### src/rtl/lsu_align_if.sv
// Request/response handshake bundle between the execute stage and lsu_align.
interface lsu_align_if #(
  parameter int DATA_W = 32
);
  logic              req_valid;
  logic              req_ready;
  logic              req_we;
  logic [2:0]        req_funct3;
  logic [31:0]       req_addr;
  logic [DATA_W-1:0] req_wdata;
  logic              resp_valid;
  logic              resp_ready;
  logic [DATA_W-1:0] resp_rdata;
  logic              resp_err;

  modport master (
    output req_valid, req_we, req_funct3, req_addr, req_wdata, resp_ready,
    input  req_ready, resp_valid, resp_rdata, resp_err
  );

  modport slave (
    input  req_valid, req_we, req_funct3, req_addr, req_wdata, resp_ready,
    output req_ready, resp_valid, resp_rdata, resp_err
  );
endinterface

### src/rtl/lsu_align.sv
// Load/store alignment unit: turns byte-addressed RV32 loads/stores into
// whole-word accesses on a word-indexed memory. Sub-word stores are done as
// read-modify-write; misaligned or illegal accesses get an error response.
//
// state | meaning
// IDLE  | waiting for a request, req_ready high
// READ  | memory word being read (load result or merge base)
// WRITE | merged/full word being written
// RESP  | response held until resp_ready
module lsu_align #(
  parameter int DM_ADDRESS = 9,
  parameter int DATA_W     = 32
) (
  input  logic                  clk,
  input  logic                  rst_n,
  lsu_align_if.slave            bus,
  output logic                  mem_re,
  output logic                  mem_we,
  output logic [2:0]            mem_funct3,
  output logic [DM_ADDRESS-1:0] mem_addr,
  output logic [DATA_W-1:0]     mem_wdata,
  input  logic [DATA_W-1:0]     mem_rdata
);

  typedef enum logic [1:0] {IDLE, READ, WRITE, RESP} state_t;

  state_t                st;
  logic                  we_q;
  logic [2:0]            f3_q;
  logic [1:0]            off_q;
  logic [DM_ADDRESS-1:0] idx_q;
  logic [DATA_W-1:0]     wdata_q;

  logic [DM_ADDRESS-1:0] req_idx;
  logic [1:0]            req_off;
  logic                  req_err;
  logic                  addr_hi_unused;

  assign mem_funct3     = 3'b010;
  assign req_idx        = bus.req_addr[DM_ADDRESS+1:2];
  assign req_off        = bus.req_addr[1:0];
  // Upper address bits are dropped so accesses wrap modulo memory size.
  assign addr_hi_unused = ^bus.req_addr[31:DM_ADDRESS+2];

  function automatic logic access_err(input logic we, input logic [2:0] f3,
                                      input logic [1:0] off);
    logic e;
    case (f3)
      3'b000:  e = 1'b0;
      3'b001:  e = off[0];
      3'b010:  e = (off != 2'b00);
      3'b100:  e = we;
      3'b101:  e = we | off[0];
      default: e = 1'b1;
    endcase
    return e;
  endfunction

  function automatic logic [31:0] load_extract(input logic [31:0] w,
                                               input logic [2:0] f3,
                                               input logic [1:0] off);
    logic [7:0]  b;
    logic [15:0] h;
    logic [31:0] r;
    case (off)
      2'd0:    b = w[7:0];
      2'd1:    b = w[15:8];
      2'd2:    b = w[23:16];
      default: b = w[31:24];
    endcase
    h = off[1] ? w[31:16] : w[15:0];
    case (f3)
      3'b000:  r = {{24{b[7]}}, b};
      3'b001:  r = {{16{h[15]}}, h};
      3'b100:  r = {24'd0, b};
      3'b101:  r = {16'd0, h};
      default: r = w;
    endcase
    return r;
  endfunction

  function automatic logic [31:0] store_merge(input logic [31:0] base,
                                              input logic [31:0] wd,
                                              input logic [2:0] f3,
                                              input logic [1:0] off);
    logic [31:0] r;
    r = base;
    if (f3 == 3'b000) begin
      case (off)
        2'd0:    r[7:0]   = wd[7:0];
        2'd1:    r[15:8]  = wd[7:0];
        2'd2:    r[23:16] = wd[7:0];
        default: r[31:24] = wd[7:0];
      endcase
    end else if (f3 == 3'b001) begin
      if (off[1]) r[31:16] = wd[15:0];
      else        r[15:0]  = wd[15:0];
    end else begin
      r = wd;
    end
    return r;
  endfunction

  assign req_err = access_err(bus.req_we, bus.req_funct3, req_off);

  // Sequencer: all outputs are registered alongside the state transitions.
  always_ff @(posedge clk or negedge rst_n) begin
    if (!rst_n) begin
      st             <= IDLE;
      we_q           <= 1'b0;
      f3_q           <= 3'd0;
      off_q          <= 2'd0;
      idx_q          <= '0;
      wdata_q        <= '0;
      bus.req_ready  <= 1'b1;
      bus.resp_valid <= 1'b0;
      bus.resp_err   <= 1'b0;
      bus.resp_rdata <= '0;
      mem_re         <= 1'b0;
      mem_we         <= 1'b0;
      mem_addr       <= '0;
      mem_wdata      <= '0;
    end else begin
      case (st)
        IDLE: begin
          if (bus.req_valid) begin
            we_q          <= bus.req_we;
            f3_q          <= bus.req_funct3;
            off_q         <= req_off;
            idx_q         <= req_idx;
            wdata_q       <= bus.req_wdata;
            bus.req_ready <= 1'b0;
            if (req_err) begin
              st             <= RESP;
              bus.resp_valid <= 1'b1;
              bus.resp_err   <= 1'b1;
              bus.resp_rdata <= '0;
            end else if (bus.req_we && bus.req_funct3 == 3'b010) begin
              st        <= WRITE;
              mem_we    <= 1'b1;
              mem_addr  <= req_idx;
              mem_wdata <= bus.req_wdata;
            end else begin
              st       <= READ;
              mem_re   <= 1'b1;
              mem_addr <= req_idx;
            end
          end
        end
        READ: begin
          mem_re <= 1'b0;
          if (we_q) begin
            // The merge base is the word read this cycle; nobody else may
            // write the memory between here and the WRITE cycle.
            st        <= WRITE;
            mem_we    <= 1'b1;
            mem_wdata <= store_merge(mem_rdata, wdata_q, f3_q, off_q);
          end else begin
            st             <= RESP;
            mem_addr       <= '0;
            bus.resp_valid <= 1'b1;
            bus.resp_err   <= 1'b0;
            bus.resp_rdata <= load_extract(mem_rdata, f3_q, off_q);
          end
        end
        WRITE: begin
          st             <= RESP;
          mem_we         <= 1'b0;
          mem_addr       <= '0;
          mem_wdata      <= '0;
          bus.resp_valid <= 1'b1;
          bus.resp_err   <= 1'b0;
          bus.resp_rdata <= '0;
        end
        default: begin
          if (bus.resp_ready) begin
            st             <= IDLE;
            bus.req_ready  <= 1'b1;
            bus.resp_valid <= 1'b0;
            bus.resp_err   <= 1'b0;
            bus.resp_rdata <= '0;
          end
        end
      endcase
    end
  end

endmodule

### src/flat_wrapper.sv
// flat-port wrapper written by rule: the top's interface ports become plain ports
module lsu_align_flat 
#(
  parameter int DM_ADDRESS = 9,
  parameter int DATA_W     = 32
)
  (clk, rst_n, mem_re, mem_we, mem_funct3, mem_addr, mem_wdata, mem_rdata, bus_req_valid, bus_req_we, bus_req_funct3, bus_req_addr, bus_req_wdata, bus_resp_ready, bus_req_ready, bus_resp_valid, bus_resp_rdata, bus_resp_err);
  lsu_align_if #(.DATA_W(DATA_W)) bus_i ();
  input  logic clk;
  input  logic rst_n;
  output logic mem_re;
  output logic mem_we;
  output logic [2:0] mem_funct3;
  output logic [DM_ADDRESS-1:0] mem_addr;
  output logic [DATA_W-1:0] mem_wdata;
  input  logic [DATA_W-1:0] mem_rdata;
  input wire logic [$bits(bus_i.req_valid)-1:0] bus_req_valid;
  input wire logic [$bits(bus_i.req_we)-1:0] bus_req_we;
  input wire logic [$bits(bus_i.req_funct3)-1:0] bus_req_funct3;
  input wire logic [$bits(bus_i.req_addr)-1:0] bus_req_addr;
  input wire logic [$bits(bus_i.req_wdata)-1:0] bus_req_wdata;
  input wire logic [$bits(bus_i.resp_ready)-1:0] bus_resp_ready;
  output wire logic [$bits(bus_i.req_ready)-1:0] bus_req_ready;
  output wire logic [$bits(bus_i.resp_valid)-1:0] bus_resp_valid;
  output wire logic [$bits(bus_i.resp_rdata)-1:0] bus_resp_rdata;
  output wire logic [$bits(bus_i.resp_err)-1:0] bus_resp_err;
  assign bus_i.req_valid = bus_req_valid;
  assign bus_i.req_we = bus_req_we;
  assign bus_i.req_funct3 = bus_req_funct3;
  assign bus_i.req_addr = bus_req_addr;
  assign bus_i.req_wdata = bus_req_wdata;
  assign bus_i.resp_ready = bus_resp_ready;
  assign bus_req_ready = bus_i.req_ready;
  assign bus_resp_valid = bus_i.resp_valid;
  assign bus_resp_rdata = bus_i.resp_rdata;
  assign bus_resp_err = bus_i.resp_err;
  lsu_align #(.DM_ADDRESS(DM_ADDRESS), .DATA_W(DATA_W)) u_core (.clk(clk), .rst_n(rst_n), .bus(bus_i), .mem_re(mem_re), .mem_we(mem_we), .mem_funct3(mem_funct3), .mem_addr(mem_addr), .mem_wdata(mem_wdata), .mem_rdata(mem_rdata));
endmodule
### config.mk
export PLATFORM = sky130hd
export DESIGN_NAME = lsu_align_flat
export DESIGN_NICKNAME = d
export VERILOG_FILES = /design/src/rtl/lsu_align_if.sv /design/src/rtl/lsu_align.sv /design/src/flat_wrapper.sv
export SDC_FILE = /design/constraint.sdc
export NUM_CORES = 1
export LEC_CHECK = 0
export ABC_CLOCK_PERIOD_IN_PS = 2400
export BUFFER_PORTS_ARGS = -buffer_cell sky130_fd_sc_hd__buf_2
export CORE_UTILIZATION = 49
export DETAILED_ROUTE_END_ITERATION = 6
export HOLD_SLACK_MARGIN = 0.02
export PLACE_DENSITY = 0.76
export SLEW_MARGIN = 10
export SYNTH_ARGS = -nofsm -noshare
export SYNTH_HDL_FRONTEND = slang
export SYNTH_SLANG_ARGS = --single-unit
export TNS_END_PERCENT = 100
### constraint.sdc
create_clock -name clk -period 2.4 [get_ports clk]
set_input_delay 0.12 -clock clk [delete_from_list [all_inputs] [get_ports clk]]
set_output_delay 0.12 -clock clk [all_outputs]
set_load 0.1 [all_outputs]
==> qor.yml, run 1 <==
status: "complete, no violations"
cts_setup_buffers: 0
placed_cells: 938
instances_no_fill: 1008
cts_root_buffer: "clkbuf_16"
die_y_um: 116
hold_ws_ns: 0.0365
synth_cells: 632
yosysMostFrequentCell: "dfrtp_1"
holdCritStartpoint: "mem_rdata[31]"
hold_violations: 0
nets: 934
finalSetupTns_ns: 0
grt_overflow: 0
endpoint_kind: "register"
slew_headroom_pct: 28.5
ios: 185
die_w_um: 116
rr_startpoint: "u_core.st[1]"
synthFlopType: "dfrtp_1"
initial_core_util_pct: 50.4
num_rows: 41
hold_class: "in2reg"
drt_iter0_drc: 510
cp.required_ns: 2.71
max_freq_ghz: 0.441
path_max_fanout: 58
ys_ff_latch: 118
wl_per_cell_um: 19.3
synth_top_area_share_pct: 45.8
synth_area_sq_mm: 0.00639
via_per_inst: 5.94
finish.utilization_pct: 65.8
cp.arrival_ns: 2.58
synth_area_leaders: "dfrtp_1 46%, mux2_2 12%, a21oi_1 4.9%"
yosys-top-cells-count: "117 x dfrtp_1, 66 x mux2_2, 66 x nor2_1, 63 x a21oi_1, 54 x nand2_1"
max_cap_viol_count: 0
syn_area_per_cell_sq_um: 10.1
grt_setup_unrepaired: "false"
drt-total-wl_um: 19400
criticalPathCategory: "reg2reg"
fin_skew_ns: 0.00680
h-tree-depth: 4
drcViolationCount: 0
ys_seq_area_share_pct: 46.2
synth_enable_flop_cells: 0
drive_above_1_share_pct: 35.5
cp-startpoint: "u_core.st[1]"
worstSetupStartpointType: "register"
grt_pass1_wl_um: 29300
cts-buffers-inserted: 17
globalplace.congestion: 0.910
synthArstFlopShare_pct: 100
synth_cell_type_count: 49
hpwl_um: 13500
grt_usage_pct: 29.0
final.period_utilization_pct: 94.5
ant_nets: 0
core_sq_mm: 0.0127
grt_pass1_vias: 5621
cts_tree: "built"
grt_max_degree: 66
clk_latency_ns: 0.42
synth_area_leader_cell: "dfrtp_1"
worst_pin_slew_ns: 1.07
clk_pin_slew_ns: 0.06
vias: 5986
cts.sinks: 118
synthToLayoutAreaGrowth_pct: 30.5
antenna_found_initial: 0
period_needed_ns: 2.27
drt_first_pass_iters: 6
diodes: 0
synth_warnings: 0
cts_buffer_depth: 2
slew_viol_final: 0
setup_viol: 0
io_buffers: 160
die-area_sq_mm: 0.0135
state kept, by name, summed over array words and instances, names as in the netlist, 2 cells and up:
register	cells
u_core.bus.resp_rdata	32
u_core.mem_wdata	32
u_core.wdata_q	32
u_core.mem_addr	9
u_core.f3_q	3
u_core.off_q	2
u_core.st	2
through the flow:
stage | setup WS [ns] | cell area, sq um
floorplan | 0.399 | 6390
global route | 0.00613 | 8340
global placement | 0.319 | 7400
CTS | 0.211 | 8340
finish | 0.131 | 8340
detailed placement | 0.246 | 7400
cell families after synthesis:
kind of cell             synth area share (%)
flip-flops                               46.2
AND/OR/NAND/NOR                          11.4
buffers and inverters                    4.13
AO/OA/AOI/OAI                            23.0
other                                   0.118
multiplexers                             14.1
adder cells (fa/ha/maj)                 0.979
layer usage:
| metal | track usage, % | up-vias | routed length [um] |
|---|---|---|---|
| li1 | - | 2710 | - |
| met5 | 0 | - | 0 |
| met4 | 14.8 | 0 | 717 |
| met1 | 37.3 | 2901 | 8160 |
| met3 | 6.85 | 57 | 1500 |
| met2 | 45.8 | 318 | 9040 |
layout by cell type, fill, tap and decap left out, types with 21 or more instances in the layout:
cell           instances
a22oi_1               23
a21oi_1               63
dlygate4sd3_1         40
mux2_2                66
buf_2                159
buf_4                 21
nand2_1               54
dfrtp_1              117
nor2_1                66
a22o_1                22
worst max-delay path: stages, from the launching register on:
cell     delay [ns]
dfrtp_1        0.42
inv_1          0.09
ha_1           0.41
nor2_1         0.08
o21a_1         0.24
a221o_2        0.34
buf_12         0.20
o41ai_2        0.38
final timing paths:
check                                                 end  slack, ns  cells past startpoint
worst max-delay path             u_core.bus.resp_rdata[2]       0.13                      7
worst min-delay path            u_core.bus.resp_rdata[31]       0.04                      3
worst max register to register   u_core.bus.resp_rdata[2]       0.13                      7
worst min register to register  u_core.bus.resp_rdata[31]       0.48                      2
max in group asynchronous              u_core.wdata_q[17]       1.24                      3
min in group asynchronous               u_core.wdata_q[5]       0.31                      2
repair_timing:
item,in CTS,in global routing
endpoints found under the hold margin,93,0
resized for setup,0,1
endpoints found under the setup margin,0,1
hold buffers,40,0
cell type report:
cell class                 instances  area, sq um
clock inverter                    10         82.6
clock buffer                      20          457
inverter                           8         33.8
timing repair buffer             223         1410
sequential                       118         2950
multi-input combinational        457         3180
fill                            1008         4330
tap                              172          215
Power of run 1 is left out: the tool's default activity adds up to more than one toggle a clock period on the data nets, which glitch-free logic cannot reach.
==> run 2, diff against run 1 <==
--- a/config.mk
+++ b/config.mk
@@ -7,10 +7,12 @@
 export LEC_CHECK = 0
 export ABC_CLOCK_PERIOD_IN_PS = 2400
 export BUFFER_PORTS_ARGS = -buffer_cell sky130_fd_sc_hd__buf_2
-export CORE_UTILIZATION = 49
+export CELL_PAD_IN_SITES_DETAIL_PLACEMENT = 1
+export CELL_PAD_IN_SITES_GLOBAL_PLACEMENT = 2
+export CORE_UTILIZATION = 32
 export DETAILED_ROUTE_END_ITERATION = 6
 export HOLD_SLACK_MARGIN = 0.02
-export PLACE_DENSITY = 0.76
+export PLACE_DENSITY_LB_ADDON = 0.1
 export SLEW_MARGIN = 10
 export SYNTH_ARGS = -nofsm -noshare
 export SYNTH_HDL_FRONTEND = slang
==> qor.yml, run 2 (synthesis gave the netlist of run 1 again) <==
io_buffers: 160  # unchanged
grt_setup_unrepaired: "false"  # unchanged
criticalPathCategory: "reg2reg"  # unchanged
clk_latency_ns: 0.43  # was 0.42 ns
max_cap_viol_count: 0  # unchanged
finalSetupTns_ns: 0  # unchanged
gr-max-usage-layer: "met2"  # unchanged
status: "complete, no violations"  # unchanged
h-tree-depth: 4  # unchanged
worst_pin_slew_ns: 0.804  # was 1.07 ns
globalplace.congestion: 0.832  # was 0.910
use_met2_pct: 37.8  # was 45.8%
final.period_utilization_pct: 94.6  # was 94.5%
final_common_cell: "buf_2"  # unchanged
grt_use_met1_pct: 29.8  # was 37.3%
final_cell_mix: "159 x buf_2, 117 x dfrtp_1, 66 x nor2_1, 66 x mux2_2, 63 x a21oi_1"  # unchanged
hold_class: "in2reg"  # unchanged
period_needed_ns: 2.27  # about the same
grt_max_degree: 66  # unchanged
crit_chain: "inv_1 -> ha_2 -> nor2_1 -> o21a_1 -> a221o_2 -> buf_12 -> o41ai_2"  # was inv_1 -> ha_1 -> nor2_1 -> o21a_1 -> a221o_2 -> buf_12 -> o41ai_2
ant_nets: 0  # unchanged
grt_pass1_vias: 5928  # was 5621
slowest_delay_ns: 0.43  # was 0.42 ns
hold_violations: 0  # unchanged
drt_first_pass_iters: 6  # unchanged
drive_above_1_share_pct: 36.2  # was 35.5%
die-area_sq_mm: 0.0205  # was 0.0135 sq mm
setup_viol: 0  # unchanged
via_per_inst: 5.28  # was 5.94
synthToLayoutAreaGrowth_pct: 34.4  # was 30.5%
cts_buffer_depth: 2  # unchanged
core_sq_mm: 0.0195  # was 0.0127 sq mm
cts_root_buffer: "clkbuf_16"  # unchanged
wl_per_cell_um: 20.2  # was 19.3 um
drt-total-wl_um: 22400  # was 19400 um
cts-buffers-inserted: 17  # unchanged
ios: 185  # unchanged
worstSetupStartpointType: "register"  # unchanged
endpoint_kind: "register"  # unchanged
grt_usage_pct: 22.7  # was 29.0%
drcViolationCount: 0  # unchanged
die_w_um: 143  # was 116 um
antenna_found_initial: 0  # unchanged
grt_pass1_wl_um: 34400  # was 29300 um
slew_headroom_pct: 46.3  # was 28.5%
use_met3_pct: 3.90  # was 6.85%
cts_setup_buffers: 0  # unchanged
cp.required_ns: 2.71  # about the same
clk_pin_slew_ns: 0.06  # about the same
fin_skew_ns: 0.00936  # was 0.00680 ns
reg.largest.list: "u_core.bus.resp_rdata (32), u_core.mem_wdata (32), u_core.wdata_q (32)"  # unchanged
cpMaxStageDelayCell: "dfrtp_1"  # unchanged
final.fill_count: 2274  # was 1008
hpwl_um: 16600  # was 13500 um
initial_core_util_pct: 32.7  # was 50.4%
num_rows: 51  # was 41
nets: 943  # was 934
drt_iter0_drc: 327  # was 510
grt_overflow: 0  # unchanged
die_y_um: 143  # was 116 um
cp.arrival_ns: 2.58  # about the same
vias: 5865  # was 5986
cts_tree: "built"  # unchanged
path_max_fanout: 58  # unchanged
cts.sinks: 118  # unchanged
slew_viol_final: 0  # unchanged
max_freq_ghz: 0.440  # was 0.441 GHz
## run 2: metal layers
metal | vias to the layer above | part of all wire, %
li1 | 2725 | -
met1 | 2956 | 45
met4 | 0 | 1.8
met3 | 27 | 4.7
met5 | - | 0
met2 | 157 | 49
## run 2: cell type report
type                       count  area (sq um)  share of cell area, %
antenna                        1          2.50                 0.0291
multi-input combinational    457          3190                   37.2
inverter                       8          30.0                  0.350
timing repair buffer         232          1510                   17.5
clock buffer                  21           470                   5.48
clock inverter                 9           103                   1.19
sequential                   118          2950                   34.4
tap                          265           332                   3.86
## run 2: critical path, delay by kind of cell (launching register included)
kind	cells	cell delay, ns
AND/OR/NAND/NOR	1	0.06
flip-flops	1	0.43
AO/OA/AOI/OAI	3	0.97
adder cells (fa/ha/maj)	1	0.38
buffers and inverters	2	0.28
## run 2: repair_timing
| action | CTS | global route |
|---|---|---|
| hold endpoints to repair | 78 | 0 |
| gates resized for setup | 0 | 2 |
| hold buffers | 40 | 0 |
| endpoints found under the setup margin | 0 | 2 |
## run 2: worst paths after layout
check | startpoint | endpoint | slack (ns) | cells past startpoint
max in group asynchronous | rst_n | u_core.mem_wdata[0] | 1.48 | 3
max reg2reg | u_core.st[0] | u_core.bus.resp_rdata[3] | 0.13 | 7
min | mem_rdata[20] | u_core.bus.resp_rdata[20] | 0.03 | 3
max | u_core.st[0] | u_core.bus.resp_rdata[3] | 0.13 | 7
min reg2reg | u_core.bus.resp_rdata[18] | u_core.bus.resp_rdata[18] | 0.47 | 2
min in group asynchronous | rst_n | u_core.bus.resp_rdata[11] | 0.24 | 2
## run 2: per-stage QoR
stage               hold slack, ns  instances  util, %  instance area, sq um  setup slack [ns]
finish                      0.0314       1111     44.0                  8590             0.130
detailed placement           0.149       1040     38.9                  7600            0.0982
CTS                         0.0256       1110     43.9                  8580            0.0967
global route                0.0425       1110     44.0                  8590            0.0267
floorplan                   -0.176        633        -                  6390             0.399
global placement             0.136       1040     38.9                  7600             0.259
Power of run 2 is left out for the same reason.
==> run 3, diff against run 2 <==
--- a/config.mk
+++ b/config.mk
@@ -12,7 +12,7 @@
 export CORE_UTILIZATION = 32
 export DETAILED_ROUTE_END_ITERATION = 6
 export HOLD_SLACK_MARGIN = 0.02
-export PLACE_DENSITY_LB_ADDON = 0.1
+export PLACE_DENSITY = 0.9
 export SLEW_MARGIN = 10
 export SYNTH_ARGS = -nofsm -noshare
 export SYNTH_HDL_FRONTEND = slang
==> qor.yml, run 3 (synthesis gave the netlist of run 1 again) <==
status: "complete, no violations"  # unchanged
drt_first_pass_iters: 6  # unchanged
num_rows: 51  # unchanged
core_sq_mm: 0.0195  # unchanged
slew_headroom_pct: 41.9  # was 46.3%
instances_no_fill: 1112  # was 1111
wl_per_cell_um: 20.0  # was 20.2 um
final.fill_count: 2281  # was 2274
cts_buffer_depth: 2  # unchanged
die_w_um: 143  # unchanged
slew_viol_final: 0  # unchanged
criticalPathCategory: "reg2reg"  # unchanged
slowest_delay_ns: 0.42  # was 0.43 ns
holdCritStartpoint: "mem_rdata[21]"  # was mem_rdata[20]
clk_pin_slew_ns: 0.06  # about the same
drt-total-wl_um: 22200  # was 22400 um
r2r.worst_path.cells: 7  # unchanged
setup_viol: 0  # unchanged
critPathBufInv: 2  # unchanged
final_cell_mix: "159 x buf_2, 117 x dfrtp_1, 66 x nor2_1, 66 x mux2_2, 63 x a21oi_1"  # unchanged
io_buffers: 160  # unchanged
cts.sinks: 118  # unchanged
synthToLayoutAreaGrowth_pct: 34.7  # was 34.4%
max_cap_viol_count: 0  # unchanged
h-tree-depth: 4  # unchanged
antenna_found_initial: 1  # was 0
die_y_um: 143  # unchanged
path_max_fanout: 58  # unchanged
cts-buffers-inserted: 17  # unchanged
cpMaxStageDelayCell: "dfrtp_1"  # unchanged
r2r_slack_ns: 0.15  # was 0.13 ns
cts_tree: "built"  # unchanged
worst_pin_slew_ns: 0.870  # was 0.804 ns
path_delay_family: "compound AO/OA/AOI/OAI gates"  # unchanged
drive_above_1_share_pct: 35.8  # was 36.2%
rr_startpoint: "u_core.st[0]"  # unchanged
nets: 943  # unchanged
final.period_utilization_pct: 93.9  # was 94.6%
grt_overflow: 0  # unchanged
final_common_cell: "buf_2"  # unchanged
ios: 185  # unchanged
globalplace.congestion: 0.865  # was 0.832
die-area_sq_mm: 0.0205  # unchanged
hold_class: "in2reg"  # unchanged
crit_chain: "inv_1 -> ha_1 -> nor2_1 -> o21a_1 -> a221o_2 -> buf_12 -> o41ai_2"  # was inv_1 -> ha_2 -> nor2_1 -> o21a_1 -> a221o_2 -> buf_12 -> o41ai_2
drt_iter0_drc: 409  # was 327
grt_pass1_vias: 5998  # was 5928
grt_usage_pct: 22.4  # was 22.7%
via_per_inst: 5.30  # was 5.28
hold_violations: 0  # unchanged
worstSetupStartpointType: "register"  # unchanged
period_needed_ns: 2.25  # was 2.27 ns
grt_pass1_wl_um: 34500  # was 34400 um
cts_root_buffer: "clkbuf_16"  # unchanged
cp.required_ns: 2.71  # about the same
grt_max_degree: 66  # unchanged
min_to: "u_core.bus.resp_rdata[21]"  # was u_core.bus.resp_rdata[20]
finalSetupTns_ns: 0  # unchanged
placed_cells: 1039  # was 1040
max_freq_ghz: 0.444  # was 0.440 GHz
cp.arrival_ns: 2.56  # was 2.58 ns
reg.largest.list: "u_core.bus.resp_rdata (32), u_core.mem_wdata (32), u_core.wdata_q (32)"  # unchanged
ctsResizeCount: 0  # unchanged
clk_latency_ns: 0.43  # about the same
grt_setup_unrepaired: "false"  # unchanged
initial_core_util_pct: 32.7  # unchanged
r2r_end: "u_core.bus.resp_rdata[0]"  # was u_core.bus.resp_rdata[3]
vias: 5891  # was 5865
hpwl_um: 15700  # was 16600 um
ant_nets: 0  # unchanged
endpoint_kind: "register"  # unchanged
drcViolationCount: 0  # unchanged
hold_depth: 3  # unchanged
hold_ws_ns: 0.0323  # was 0.0314 ns
fin_skew_ns: 0.00879  # was 0.00936 ns
==> run 3: changes by cell type in the layout (fill, tap and decap cells not counted), sizes merged <==
| cell | delta |
|---|---|
| buf | -1 |
| bufinv | +1 |
| clkbuf | +2 |
| clkinv | -2 |
| dlygate4sd3 | +1 |
==> run 3: area by class of cell <==
class | count | area [sq um] | area share (%)
Tap cell | 265 | 332 | 3.85
Sequential cell | 118 | 2950 | 34.3
Clock buffer | 23 | 478 | 5.55
Inverter | 8 | 30.0 | 0.349
Timing Repair Buffer | 232 | 1510 | 17.5
Multi-Input combinational cell | 457 | 3180 | 37.0
Antenna cell | 1 | 2.50 | 0.0291
Clock inverter | 8 | 123 | 1.42
==> run 3: worst reg2reg max path, stage by stage, from the launching register on <==
cell and delay [ns]:
dfrtp_1 0.42, inv_1 0.09, ha_1 0.34, nor2_1 0.06, o21a_1 0.25, a221o_2 0.35
buf_12 0.19, o41ai_2 0.44
==> run 3: worst max path at each step <==
stage	from	endpoint	cells past startpoint
2_1_floorplan	u_core.st[0]	u_core.bus.resp_rdata[0]	9
3_3_place_gp	u_core.st[0]	u_core.bus.resp_rdata[6]	7
3_5_place_dp	u_core.st[1]	u_core.bus.resp_rdata[0]	7
4_1_cts	u_core.st[0]	u_core.bus.resp_rdata[0]	7
5_1_grt	u_core.st[0]	u_core.bus.resp_rdata[5]	7
6_report	u_core.st[0]	u_core.bus.resp_rdata[0]	7
==> run 3: what timing repair did <==
item / CTS / global route
endpoints found under the hold margin: 82 / 0
hold buffers: 41 / 0
setup buffers: 0 / 0
==> run 3: per-stage QoR <==
step / instance area (sq um) / setup WS [ns] / util, %
floorplan: 6390 / 0.399 / -
global placement: 7600 / 0.302 / 38.9
detailed placement: 7600 / 0.160 / 38.9
CTS: 8610 / 0.160 / 44.1
global route: 8610 / 0.0310 / 44.1
finish: 8610 / 0.147 / 44.1
==> run 3: routing by layer <==
metal	up-vias	global-route usage (%)	wire, um
met1	2962	30.6	10400
met5	-	0	0
met2	170	35.6	10400
met3	23	4.80	1120
met4	0	6.22	276
li1	2736	-	-
Power of run 3 is left out for the same reason.
